===== config.mk =====
export PLATFORM = sky130hd
export DESIGN_NAME = twoof5_encoder_tx
export DESIGN_NICKNAME = d
export VERILOG_FILES = /design/src/rtl/twoof5_encoder_tx.sv
export SDC_FILE = /design/constraint.sdc
export NUM_CORES = 1
export LEC_CHECK = 0
export ABC_CLOCK_PERIOD_IN_PS = 2400
export CORE_ASPECT_RATIO = 0.9
export CORE_UTILIZATION = 32
export DETAILED_ROUTE_END_ITERATION = 12
export PLACE_DENSITY = 0.53
export SYNTH_ARGS = -nofsm -noshare
export SYNTH_HDL_FRONTEND = slang
export SYNTH_SLANG_ARGS = --single-unit

===== constraint.sdc =====
create_clock -name clk -period 2.4 [get_ports clk]
set_input_delay 0.48 -clock clk [delete_from_list [all_inputs] [get_ports clk]]
set_output_delay 0.48 -clock clk [all_outputs]
set_load 0.03 [all_outputs]

===== src/rtl/twoof5_encoder_tx.sv =====
// Transmit end of the 2-of-5 digit link: encodes a BCD digit, holds the code on
// parallel outputs for the local decoder and shifts a timed serial frame out.
`timescale 1ns/1ps

module twoof5_encoder_tx #(
  parameter int BIT_CYCLES = 4,
  parameter int CNT_W      = 8
) (
  input  logic       clk,
  input  logic       rst_n,
  input  logic       start,
  input  logic [3:0] bcd,
  output logic       CH7,
  output logic       CH6,
  output logic       CH5,
  output logic       CH4,
  output logic       CH3,
  output logic       valido,
  output logic       ser,
  output logic       busy,
  output logic       done,
  output logic       err
);

  // Handshake: start is a one-cycle request with no ready; it is acted on only
  // while IDLE (busy=0). A request seen while busy is dropped, never queued.
  // done pulses on the first idle cycle, so start may be raised in that cycle.

  // Two-bit codes so that any value other than the two legal ones falls back
  // to IDLE through the default branch.
  typedef enum logic [1:0] {
    IDLE = 2'b01,
    SEND = 2'b10
  } state_t;

  localparam logic [CNT_W-1:0] CNT_LAST = CNT_W'(BIT_CYCLES - 1);
  localparam logic [2:0]       IDX_LAST = 3'd6;

  state_t           state;
  logic [4:0]       ch;
  logic [6:0]       shreg;
  logic [CNT_W-1:0] cnt;
  logic [2:0]       idx;
  logic [4:0]       enc;
  logic             bcd_ok;

  function automatic logic [4:0] encode(input logic [3:0] d);
    logic [4:0] c;
    case (d)
      4'd0:    c = 5'b01100;
      4'd1:    c = 5'b11000;
      4'd2:    c = 5'b10100;
      4'd3:    c = 5'b10010;
      4'd4:    c = 5'b01010;
      4'd5:    c = 5'b00110;
      4'd6:    c = 5'b10001;
      4'd7:    c = 5'b01001;
      4'd8:    c = 5'b00101;
      4'd9:    c = 5'b00011;
      default: c = 5'b00000;
    endcase
    return c;
  endfunction

  assign enc    = encode(bcd);
  assign bcd_ok = (bcd <= 4'd9);

  always_ff @(posedge clk or negedge rst_n) begin
    if (!rst_n) begin
      state  <= IDLE;
      ch     <= 5'b00000;
      shreg  <= 7'b0000000;
      cnt    <= '0;
      idx    <= 3'd0;
      valido <= 1'b1;
      ser    <= 1'b0;
      busy   <= 1'b0;
      done   <= 1'b0;
      err    <= 1'b0;
    end else begin
      done <= 1'b0;
      err  <= 1'b0;
      case (state)
        IDLE: begin
          if (start) begin
            if (bcd_ok) begin
              ch     <= enc;
              shreg  <= {1'b1, enc, 1'b0};
              ser    <= 1'b1;
              cnt    <= '0;
              idx    <= 3'd0;
              valido <= 1'b0;
              busy   <= 1'b1;
              state  <= SEND;
            end else begin
              err <= 1'b1;
            end
          end
        end
        SEND: begin
          if (cnt == CNT_LAST) begin
            cnt <= '0;
            if (idx == IDX_LAST) begin
              idx   <= 3'd0;
              ser   <= 1'b0;
              busy  <= 1'b0;
              done  <= 1'b1;
              state <= IDLE;
            end else begin
              // ser is loaded from the bit that becomes the new MSB
              shreg <= {shreg[5:0], 1'b0};
              ser   <= shreg[5];
              idx   <= idx + 3'd1;
            end
          end else begin
            cnt <= cnt + CNT_W'(1);
          end
        end
        default: begin
          cnt   <= '0;
          idx   <= 3'd0;
          ser   <= 1'b0;
          busy  <= 1'b0;
          state <= IDLE;
        end
      endcase
    end
  end

  assign CH7 = ch[4];
  assign CH6 = ch[3];
  assign CH5 = ch[2];
  assign CH4 = ch[1];
  assign CH3 = ch[0];

endmodule


==> results_dict.tcl <==
set metrics [dict create \
    grt_remaining_overflow 0 \
    clkTransAtPathRegs_ns 0.09 \
    worst_slack_ns 0.285 \
    drt_iter0_drc 60 \
    root_buffer "clkbuf_8" \
    post-dp-hpwl_um 2390 \
    die_h_um 68.9 \
    cts_max_level 1 \
    netSwitchingPower_mw 0.679 \
    instances_no_fill 235 \
    antenna_found_initial 0 \
    syn_area_um2 1590 \
    antennaDiodeCount 0 \
    rows 23 \
    power.internal_mw 1.05 \
    synth_area_leaders "dfrtp_1 (39%), ha_1 (6.3%), mux2_2 (4.2%)" \
    area_growth_pct 17.9 \
    r2r_start "state[0]" \
    grt_pass1_vias 1273 \
    drc 0 \
    min_to "valido" \
    reg2reg_setup_slack_ns 0.40 \
    rsz0062_at_grt "no" \
    coreArea_um2 4600 \
    finalClockSkew_ns 0.00481 \
    switching_share_pct 39.2 \
    clockBufferDepth 2 \
    period_needed_ns 2.12 \
    cts_num_sinks 27 \
    die_area_um2 5260 \
    pwr-share-seq_pct 37.0 \
    synth_top_cell_by_area "dfrtp_1" \
    ys_types 47 \
    dpl_cell_area_um2 1830 \
    hold_violations 0 \
    hp-start "valido" \
    vias_per_cell 5.17 \
    dp_slack_ns -0.0367 \
    ys_seq_area_share_pct 42.6 \
    syn_nets 167 \
    rr_worst_depth 4 \
    die_w_um 76.3 \
    p_comb_share_pct 48.3 \
    grt_first_pass_wirelength_um 5800 \
    vias 1216 \
    status "completed" \
    period_share_pct 88.1 \
    required_ns 2.56 \
    syn_avg_cell_area_um2 10.5 \
    port_buffers 16 \
    cts_buffers 3 \
    grt_usage_pct 13.8 \
    hold_path_class "reg2reg" \
    cts_resized 0 \
    pwr-share-clk_pct 14.7 \
    regToRegEndpoint "ch[0]" \
    final_area_um2 1880 \
    synth.ff_latch_count 27 \
    post_cts_buffers 0 \
    ys.flop_type "dfrtp_1" \
    tns_ns 0 \
    nNetsFinal 189 \
    cp-start-kind "primary input" \
    yosys_warnings 0 \
    antenna_left 0 \
    pin_count 17 \
    crit_type "in2reg" \
    hold_path_depth 1 \
    power_density_nw_per_um2 923 \
    routabilityCongestion 0.775 \
    grt_max_degree 28 \
    clock_latency_ns 0.27 \
    end_kind "register" \
    synthArstFlopShare_pct 100 \
    maxCapViolCount 0 \
    syn_inst 152 \
    leakage_nw 0.807 \
    cts_tree "done" \
    initial_core_util_pct 34.6 \
    slew_viol_final 0 \
    timing.fmax_mhz 473 \
    worstMarginPinSlew_ns 0.646 \
    synth_top_area_share_pct 39.3 \
    firstDrtPassIters 4 \
    vdd_drop_max_mv 0.593 \
    maxSlewHeadroom_pct 56.9 \
    cts_hold_buf 0 \
    wirelength_um 3150 \
    cp_max_fo 13 \
    drt-wirelength-per-cell_um 13.4 \
    synth_edf_count 0 \
    fin_util_pct 40.8 \
    setup_viol 0 \
    crit_arrival_ns 2.28 \
    dp.cells 231 \
    drive_gt1_share_pct 16.8 \
]
state kept, by name, indices dropped and copies added, names as in the netlist:
signal	flops
done	1
state	2
cnt	8
ch	5
ser	1
err	1
idx	3
shreg	5
valido	1
final cells by class:
type | count | area, µm²
fill | 471 | 2730
multi-input combinational | 111 | 836
sequential | 27 | 678
timing repair buffer | 22 | 205
tap | 62 | 77.6
clock buffer | 3 | 41.3
inverter | 9 | 33.8
clock inverter | 1 | 5.00
layer usage:
metal | GRT usage, % | up-vias | share of wire [%]
met5 | 0 | - | 0
met4 | 2.16 | 0 | 0.32
met3 | 3.03 | 2 | 3.0
met2 | 25.1 | 17 | 48
met1 | 17.4 | 601 | 48
li1 | - | 596 | -
power by group through the flow:
stage / sequential [mW] / combinational, mW / clock [mW]
finish: 0.642 / 0.837 / 0.254
detailed placement: 0.651 / 0.838 / 0
global route: 0.658 / 0.925 / 0.279
CTS: 0.643 / 0.845 / 0.268
floorplan: 0.753 / 0.493 / 0
global placement: 0.648 / 0.827 / 0
layout by cell type, fill, tap and decap left out, drive strengths merged, types with 2 or more instances in the layout:
master and instances:
buf 6, dfrtp 25, ha 8, mux2 11
a31oi 4, a21o 2, nor2 9, nor4 2
or4 2, o31ai 3, clkbuf 3, a21oi 10
o21ai 10, a211oi 2, clkdlybuf4s50 16, nand4 2
nand2b 5, nor2b 3, or3 4, dfstp 2
inv 9, nand3 3, nand2 12, nand3b 2
worst max-delay path, cell delays in order:
cell and delay [ns]:
clkdlybuf4s50_1 0.51, ha_1 0.22, nor2_1 0.09, o221a_4 0.32, a21oi_4 0.32, mux2_4 0.33
synth_stat cells, types with 4 or more instances:
master	count
inv_1	9
ha_1	8
mux2_2	6
or3_1	4
a21oi_1	9
nand2b_1	5
o21ai_0	10
nor2_1	8
nand2_1	11
a31oi_1	4
dfrtp_1	25
kinds of logic after synthesis:
group,synth area share (%)
buffers and inverters,4.87
AO/OA/AOI/OAI,18.9
multiplexers,8.88
flip-flops,42.6
adder cells (fa/ha/maj),6.29
AND/OR/NAND/NOR,18.4
worst max-delay path by stage:
| stage | slack (ns) | to | cells after the start | from |
|---|---|---|---|---|
| floorplan | 0.60 | ch[0] | 5 | state[1] |
| global placement | 0.04 | ser | 7 | bcd[1] |
| detailed placement | -0.04 | idx[1] | 7 | bcd[0] |
| CTS | 0.27 | ch[0] | 5 | bcd[0] |
| global route | 0.10 | shreg[3] | 7 | bcd[1] |
| finish | 0.28 | idx[0] | 6 | bcd[0] |
per-stage QoR:
stage	power, mW	hold WS (ns)
final	1.73	0.489
after global routing	1.86	0.497
after CTS	1.76	0.491
after detailed placement	1.49	0.474
after global placement	1.48	0.466
after floorplan	1.25	0.184
Note: power is estimated with default switching activity, not from simulation.
